File: src/rtl/fifo_rd_serializer.sv
// fifo_rd_serializer: pops wide words from a show-ahead FIFO and emits them
// as RATIO narrow chunks on a valid/ready stream, least-significant chunk
// first, with no bubble between consecutive words.
module fifo_rd_serializer #(
    parameter int IN_WIDTH  = 64,
    parameter int OUT_WIDTH = 16,
    parameter int RATIO     = 4,
    parameter int CNT_BITS  = 2
) (
    input  logic                 clk,
    input  logic                 rst,
    input  logic                 fifo_empty,
    input  logic [IN_WIDTH-1:0]  fifo_dout,
    output logic                 fifo_rd,
    output logic                 out_valid,
    output logic [OUT_WIDTH-1:0] out_data,
    output logic                 out_last,
    input  logic                 out_ready,
    output logic                 busy
);

    typedef enum logic {
        IDLE  = 1'b0,
        SHIFT = 1'b1
    } state_t;

    localparam logic [CNT_BITS-1:0] LAST_IDX = CNT_BITS'(RATIO - 1);

    state_t               state_q, state_d;
    logic [CNT_BITS-1:0]  idx_q, idx_d;
    logic [IN_WIDTH-1:0]  hold_q, hold_d;
    logic [OUT_WIDTH-1:0] out_data_q, out_data_d;
    logic                 out_last_q, out_last_d;

    logic                 xfer_s;
    logic                 fifo_rd_s;
    logic [CNT_BITS-1:0]  nxt_idx_s;
    logic [OUT_WIDTH-1:0] nxt_chunk_s;

    // Transfer and pop decode: pop when idle or when the last chunk leaves.
    always_comb begin
        xfer_s = (state_q == SHIFT) & out_ready;
        if (!rst && !fifo_empty && ((state_q == IDLE) || (xfer_s && out_last_q))) begin
            fifo_rd_s = 1'b1;
        end else begin
            fifo_rd_s = 1'b0;
        end
    end

    // Select the chunk that follows the one currently presented.
    always_comb begin
        nxt_idx_s   = idx_q + CNT_BITS'(1);
        nxt_chunk_s = {OUT_WIDTH{1'b0}};
        for (int i = 0; i < RATIO; i++) begin
            nxt_chunk_s = (nxt_idx_s == CNT_BITS'(i)) ? hold_q[i*OUT_WIDTH +: OUT_WIDTH] : nxt_chunk_s;
        end
    end

    // Next-state logic: load on pop, advance on non-last transfer, go idle on a final drain.
    always_comb begin
        state_d    = state_q;
        idx_d      = idx_q;
        hold_d     = hold_q;
        out_data_d = out_data_q;
        out_last_d = out_last_q;
        case (state_q)
            IDLE: begin
                if (fifo_rd_s) begin
                    state_d    = SHIFT;
                    idx_d      = {CNT_BITS{1'b0}};
                    hold_d     = fifo_dout;
                    out_data_d = fifo_dout[OUT_WIDTH-1:0];
                    out_last_d = 1'b0;
                end else begin
                    state_d = IDLE;
                end
            end
            SHIFT: begin
                if (fifo_rd_s) begin
                    // Last chunk leaves and the next word arrives in the same cycle.
                    state_d    = SHIFT;
                    idx_d      = {CNT_BITS{1'b0}};
                    hold_d     = fifo_dout;
                    out_data_d = fifo_dout[OUT_WIDTH-1:0];
                    out_last_d = 1'b0;
                end else if (xfer_s && !out_last_q) begin
                    idx_d      = nxt_idx_s;
                    out_data_d = nxt_chunk_s;
                    out_last_d = (nxt_idx_s == LAST_IDX);
                end else if (xfer_s) begin
                    // Final chunk taken with nothing to refill: index stays put, no wrap.
                    state_d    = IDLE;
                    out_last_d = 1'b0;
                end else begin
                    state_d = SHIFT;
                end
            end
            default: begin
                state_d    = IDLE;
                idx_d      = {CNT_BITS{1'b0}};
                out_last_d = 1'b0;
            end
        endcase
    end

    // State and output registers with synchronous reset.
    always_ff @(posedge clk) begin
        if (rst) begin
            state_q    <= IDLE;
            idx_q      <= {CNT_BITS{1'b0}};
            hold_q     <= {IN_WIDTH{1'b0}};
            out_data_q <= {OUT_WIDTH{1'b0}};
            out_last_q <= 1'b0;
        end else begin
            state_q    <= state_d;
            idx_q      <= idx_d;
            hold_q     <= hold_d;
            out_data_q <= out_data_d;
            out_last_q <= out_last_d;
        end
    end

    assign fifo_rd   = fifo_rd_s;
    assign out_valid = (state_q == SHIFT);
    assign busy      = (state_q == SHIFT);
    assign out_data  = out_data_q;
    assign out_last  = out_last_q;

endmodule

File: config.mk
export PLATFORM = sky130hd
export DESIGN_NAME = fifo_rd_serializer
export DESIGN_NICKNAME = d
export VERILOG_FILES = /design/src/rtl/fifo_rd_serializer.sv
export SDC_FILE = /design/constraint.sdc
export NUM_CORES = 1
export LEC_CHECK = 0
export BUFFER_PORTS_ARGS = -buffer_cell sky130_fd_sc_hd__buf_4
export CORE_ASPECT_RATIO = 0.9
export CORE_MARGIN = 8
export CORE_UTILIZATION = 58
export DETAILED_ROUTE_END_ITERATION = 10
export GPL_ROUTABILITY_DRIVEN = 0
export PLACE_DENSITY_LB_ADDON = 0.08
export SYNTH_ARGS = -nofsm -noshare
export SYNTH_HDL_FRONTEND = slang
export SYNTH_SLANG_ARGS = --single-unit
File: constraint.sdc
create_clock -name clk -period 4.3 [get_ports clk]
set_clock_uncertainty 0.05 [all_clocks]
set_input_delay 0 -clock clk [delete_from_list [all_inputs] [get_ports clk]]
set_output_delay 0 -clock clk [all_outputs]
set_load 0.005 [all_outputs]
==> impl_summary.md, run 1 <==
Global route
The total congestion overflow is 0. The total global-route track usage is 23.6%. Entering global routing, the biggest net connects 96 pins. The number of global-route vias before repair is 3523. The number of antenna violations at the first check in global routing is 0. The first global-routing pass estimated 17.9 mm of wire.

Status
The flow ran to the end, and the final reports show no timing, DRC or antenna violations.

Clocking
The number of setup buffers added after CTS is 0. The total number of clock tree sinks is 84. The post-cts sizing count is 0.

The clock latency at the later pin of the worst-skew pair is 0.35 ns. The number of levels the H-tree was split into is 3. The TritonCTS clock tree is yes.

The total clock buffers created by CTS is 9. The register clock-pin slew on the reported worst setup and hold paths is 0.08 ns. The tree is rooted in a sky130_fd_sc_hd__clkbuf_8. After clock tree synthesis, the flow added hold-fix buffers numbering 66.

The clock passes through at most 2 buffers.

STA
Of the available clock period, the critical path in the final layout requires 63.9%. For the final routed database, the setup TNS stands at 0 ns. The number of failing setup endpoints in the final timing report is 0. The number of hold violations in the final report was 0.

The count of final max-slew check failures is 0. Setup repair after global routing left no endpoint under its margin. Hold timing on the final database bottoms out at a slack of 0.156 ns. In this run the tightest slew margin relative to its limit is 28.8%. Subtracting the final worst setup slack from the clock period gives 2.75 ns. The actual transition at the worst max-transition pin is 1.07 ns.

For this run, the top clock speed supported by timing is 364 MHz.

Synth
The synthesized design devotes to its leading area cell type 43.8% of total area. After synthesis, the mean cell area works out to 8.68 µm². The post-synthesis cell type count is 31. Synthesis inferred 84 register bits. By area the synthesized netlist is led by sky130_fd_sc_hd__dfxtp_1, sky130_fd_sc_hd__nand2b_1, sky130_fd_sc_hd__nand2_1. Yosys printed 0 warnings. The sequential cell area fraction in the yosys report is 43.8%. The net count of the mapped netlist is 514. The gate count of the mapped netlist is 442.

The largest total area in the synthesized netlist belongs to sky130_fd_sc_hd__dfxtp_1. Summing every instance area after synthesis gives 0.00384 mm².

Layout
The most common cell after layout, fill and taps aside is sky130_fd_sc_hd__buf_4. The library cells used most frequently in the layout, excluding fill and tap cells, are sky130_fd_sc_hd__buf_4, sky130_fd_sc_hd__dfxtp_1, sky130_fd_sc_hd__nand2_1. The count of nets after finishing is 643. The storage element area is 0.00168 mm². The final cell utilization of the core is 81.9%. Compared with the post-synthesis result, the final layout area differs by 38.3%. The multi-input combinational cells in the finished layout cover a total of 0.00191 mm². The number of antenna diodes is 0.

The fill cell instance count of the final layout is 419. The fraction of layout cells with a size suffix above 1 is 22.0%.

Setup path
STA classifies the critical path startpoint as a flip-flop. By startpoint and endpoint, the worst setup path is classified as flip-flop to flip-flop. For flop-to-flop paths, the worst setup slack is 1.55 ns. Data on the critical path arrives at its endpoint at 2.97 ns. The endpoint required time on the critical path is 4.52 ns. STA classifies the critical path endpoint as a flip-flop. Along the worst path, the maximum fanout reaches 23.

Run
The number of max-capacitance violations reported is 0.

Place
The count of input and output buffers is 87. Detailed placement ended at an HPWL of 6.85 mm.

Route
For this run, design rule violations remaining after detail routing come to 0. The routed wirelength normalized by instance count is 16.1 µm. The number of vias per cell after detailed routing is 5.50. After detailed routing, the total wire length is 10.7 mm. The remaining antenna violation count is 0. The count of routing violations after the opening detailed-route iteration is 344. The total via count in the routed design is 3663. The first-pass detailed-route iteration total is 5.

Pwr
The worst-case IR drop observed on VDD is 0.261 mV. For this design the ratio of total power to cell area is 328 mW/mm². The leakage power figure is 2.04 nW.

Floorplan
The die is 93.2 µm tall. The number of top-level design ports is 88. The floorplan has 28 rows. From left edge to right edge, the die measures 102 µm. The area of the core is 0.00648 mm². The starting utilization of the core area is 59.2%.

The area enclosed by the die boundary is 0.00948 mm².

Worst hold path
The type of the tightest min-delay check is primary input to flip-flop.
## per-stage QoR
stage                     instance area (µm²)  setup slack, ns  power (mW)  cells
after floorplan                          3840             2.50        1.04    442
after global placement                   4450             1.81        1.14    584
after detailed placement                 4450             1.69        1.15    584
after CTS                                5310             1.67        1.74    666
after global routing                     5310             1.41        1.81    666
final                                    5310             1.55        1.74    666
## synthesized netlist by cell type, drive strengths merged
library cell  count
nand4b            1
nand2b           50
or2               1
and2b             1
dfxtp            84
nor2             14
clkbuf           12
ha                4
nor3b             1
nor4bb            1
a221oi           16
nand2            78
o2bb2ai           5
o21ai            66
o31ai            16
nand3             1
a21oi            11
a311oi           11
a221o            16
buf              25
nor2b             9
inv              18
a21o              1
## power breakdown
group	switching [mW]	total [mW]	internal [mW]
logic	0.142	0.310	0.168
registers	0.0388	0.874	0.835
clock network	0.283	0.554	0.271
total	0.464	1.74	1.27
## area by class of cell
| cell class | instances | share of cell area [%] |
|---|---|---|
| Clock buffer | 11 | 2.48 |
| Clock inverter | 5 | 1.16 |
| Inverter | 18 | 1.27 |
| Multi-Input combinational cell | 303 | 36.0 |
| Sequential cell | 84 | 31.7 |
| Tap cell | 90 | 2.12 |
| Timing Repair Buffer | 155 | 25.3 |
## critical path, cell delays in order, from the launching register on
cell and delay [ns]:
sky130_fd_sc_hd__dfxtp_1 0.39, sky130_fd_sc_hd__inv_1 0.09, sky130_fd_sc_hd__ha_1 0.54, sky130_fd_sc_hd__nor3b_2 0.78
sky130_fd_sc_hd__nand2_1 0.21, sky130_fd_sc_hd__a221o_1 0.37, sky130_fd_sc_hd__a311oi_2 0.23
## logic make-up after synthesis
| logic type | count (synthesis) | synth area share [%] |
|---|---|---|
| AO/OA/AOI/OAI | 142 | 28.3 |
| adder cells (fa/ha/maj) | 4 | 1.30 |
| buffers and inverters | 55 | 6.59 |
| flip-flops | 84 | 43.8 |
| AND/OR/NAND/NOR | 157 | 20.0 |
## state kept, by name, summed over array words and instances (netlist names)
register  cells
out_data     16
out_last      1
hold_q       64
busy          1
idx_q         2
## metal layers
metal | vias up | routed length (µm) | part of all wire (%) | global-route usage [%]
met5 | - | 0 | 0 | 0
met4 | 0 | 118 | 1.1 | 5.20
met3 | 12 | 916 | 8.5 | 6.68
met2 | 140 | 4760 | 44 | 34.8
met1 | 1713 | 4950 | 46 | 33.1
li1 | 1798 | - | - | -
## worst paths after layout
check / start / end / depth (start not counted)
worst min-delay path: rst / idx_q[0]$_SDFFE_PP0P_ / 2
worst min register to register: hold_q[5]$_SDFFE_PP0P_ / hold_q[5]$_SDFFE_PP0P_ / 2
worst max register to register: idx_q[1]$_SDFFE_PP0P_ / out_data[11]$_SDFFE_PP0P_ / 6
worst max-delay path: idx_q[1]$_SDFFE_PP0P_ / out_data[11]$_SDFFE_PP0P_ / 6
(Power assumes the default switching activity.)
==> run 2, diff against run 1 <==
- CORE_UTILIZATION: 58 -> 48
- clock period: 4.3 -> 2.2 ns (I/O delays scaled with it)
==> run 2 against run 1 <==
  * Non-clock buffer count grew 9
  * Setup slack worse by 1.3 ns
  * Flip-flop and latch count did not move
  * Count of clock-buffer cells in the layout down 1
  * Sequential share of layout area down 0.61 points
  * Die area grew 17%
  * Critical endpoint is now out_data[13]$_SDFFE_PP0P_
==> impl_summary.md, run 2 (same netlist as run 1, synthesis figures left out) <==
Floorplan
The number of top-level design ports is 88. Row generation in the floorplan step produced 31 rows. The area enclosed by the die boundary is 0.0111 mm². The area of the core is 0.00791 mm². The starting utilization of the core area is 48.5%. The die is 110 µm wide. In this run the vertical extent of the chip is 101 µm.

Global route
The total global-route track usage is 19.7%. The total congestion overflow is 0. The number of antenna violations at the first check in global routing is 0.

The number of global-route vias before repair was 3473. The first global-routing pass estimated 17.3 mm of wire. The largest net degree at the start of global routing is 82.

Clocking
The post-cts sizing count is 0. In this run the deepest clock path goes through 2 buffers. The total number of clock tree sinks is 84. The number of levels the H-tree was split into is 3.

The tree is rooted in a sky130_fd_sc_hd__clkbuf_8. The number of clock buffers added by TritonCTS is 9. After clock tree synthesis, the clock-pin slew on the worst setup and hold paths is 0.08 ns. Once the clock tree was built, the setup fixing pass inserted 0 buffers. In this run, post-CTS hold repair placed 66 buffers. The TritonCTS clock tree is yes.

The clock latency at the later pin of the worst-skew pair is 0.34 ns.

STA
Of the available clock period, the critical path in the final layout requires 89.5%. The maximum clock frequency is 508 MHz. Setup violations remaining at the end of the flow were counted as 0. The number of hold violations in the final report is 0.

Setup repair after global routing left no endpoint under its margin. For the finished layout, the period the worst path requires is 1.97 ns. The worst pin sits at a relative slew slack of 49.7%. The actual transition at the worst max-transition pin is 0.755 ns.

The aggregate negative setup slack is 0 ns. The count of final max-slew check failures is 0.

Layout
After the last flow step, the layout net total stands at 652. The top cell types in the final layout, fill and taps aside, are sky130_fd_sc_hd__buf_4, sky130_fd_sc_hd__dfxtp_1, sky130_fd_sc_hd__nand2_1. The most flop-heavy register is hold_q.

The fill cell instance count of the final layout is 656. The fraction of layout cells with a size suffix above 1 is 23.3%. The multi-input gate area in the final layout is 0.00191 mm². Relative to the synthesized area, the layout overhead comes to 41.0%. The number of antenna diodes is 0.

The storage element area is 0.00168 mm². The library cell used most frequently in the layout, excluding fill and tap cells, is sky130_fd_sc_hd__buf_4. The flip-flop count of the largest register after layout is 64.

Setup path
At the worst endpoint, the arrival time is 2.17 ns. By startpoint and endpoint, the worst setup path is classified as flip-flop to flip-flop. The category of the worst setup path launch point is a flip-flop. The startpoint of the lowest-slack register-to-register path is idx_q[0]$_SDFFE_PP0P_. The startpoint of the most critical setup path is idx_q[0]$_SDFFE_PP0P_. The worst register-to-register path ends at out_data[13]$_SDFFE_PP0P_.

For the worst flop-to-flop path, the logic depth is 7. The worst-path maximum fanout is 10. The worst setup path endpoint is out_data[13]$_SDFFE_PP0P_.

The endpoint required time on the critical path is 2.40 ns. The setup slack of the most critical reg-to-reg path is 0.23 ns. The type of element capturing the critical path is a flip-flop.

Route
In the routed design, unresolved DRC markers number 0. The count of nets left with antenna violations once routing finished came out at 0. In this run, the number of DRC markers left after iteration 0 of detailed routing was 194. The total via count in the routed design is 3595. Dividing the detail-routed via count by the number of cells gives 5.26. The routed design has 10.8 mm of wire.

The routed wirelength normalized by instance count is 15.8 µm. The first-pass detailed-route iteration total is 4.

Worst hold path
The number of stages on the worst hold path is 5. The worst hold path belongs to the class primary input to flip-flop.

Place
Buffers placed on the I/O ports in this run total 87. The HPWL after detailed placement is 7.22 mm.

Pwr
The leakage power figure is 2.10 nW. In this run, flip-flops and latches consume 49.1% of the power. The power per standard cell area is 645 mW/mm². Total power for the finished layout comes to 3.49 mW.

Across the VDD grid, the largest voltage drop is 0.353 mV. The total internal power is 2.60 mW. In this run, the combinational gates consume 17.6% of the power.

The power share of the clock group is 33.3%. For this design the total switching power over the nets is 0.884 mW. In this run switching power makes up 25.3% of total power.

Run
Across the run, the number of max-cap violations was 0.

Status
The run finished with clean final reports.
==> run 2: layout make-up <==
class                      count  area share [%]
timing repair buffer         164            26.3
multi-input combinational    303            35.3
tap                           99            2.29
inverter                      18            1.25
clock inverter                 5            1.43
sequential                    84            31.1
clock buffer                  10            2.36
==> run 2: worst min path at each step <==
stage	startpoint	end
2_1_floorplan	fifo_empty	busy$_SDFF_PP0_
3_3_place_gp	fifo_dout[58]	hold_q[58]$_SDFFE_PP0P_
3_5_place_dp	fifo_dout[56]	hold_q[56]$_SDFFE_PP0P_
4_1_cts	rst	idx_q[0]$_SDFFE_PP0P_
5_1_grt	rst	idx_q[0]$_SDFFE_PP0P_
6_report	rst	idx_q[0]$_SDFFE_PP0P_
==> run 2: power groups by stage <==
stage                     Sequential (mW)  Combinational, mW  Clock [mW]
final                                1.71              0.615        1.16
after global routing                 1.72              0.674        1.24
after CTS                            1.71              0.612        1.19
after detailed placement             1.74              0.517           0
after global placement               1.74              0.507           0
after floorplan                      1.72              0.308           0
==> run 2: worst max-delay path: stages, from the launching register on <==
cell,delay [ns]
sky130_fd_sc_hd__dfxtp_1,0.35
sky130_fd_sc_hd__inv_1,0.10
sky130_fd_sc_hd__ha_1,0.32
sky130_fd_sc_hd__and2b_1,0.19
sky130_fd_sc_hd__buf_4,0.21
sky130_fd_sc_hd__a221oi_2,0.09
sky130_fd_sc_hd__a221o_1,0.34
sky130_fd_sc_hd__a311oi_2,0.24
==> run 2: metal layers <==
metal  global-route usage [%]  up-vias  part of all wire, %
li1                         -     1824                    -
met1                     28.9     1643                   50
met2                     28.1      116                   42
met3                     3.58       12                  6.7
met4                     6.35        0                  1.3
met5                        0        -                    0
==> run 2: per-stage QoR <==
stage / util [%] / area [µm²] / instances / worst slack (ns) / hold WS [ns]
final: 68.4 / 5410 / 683 / 0.232 / 0.283
after global routing: 68.4 / 5410 / 683 / 0.0849 / 0.336
after CTS: 68.4 / 5410 / 683 / 0.240 / 0.259
after detailed placement: 57.4 / 4540 / 602 / 0.256 / 0.147
after global placement: 57.4 / 4540 / 602 / 0.353 / 0.144
after floorplan: - / 3840 / 442 / 0.395 / 0.0418
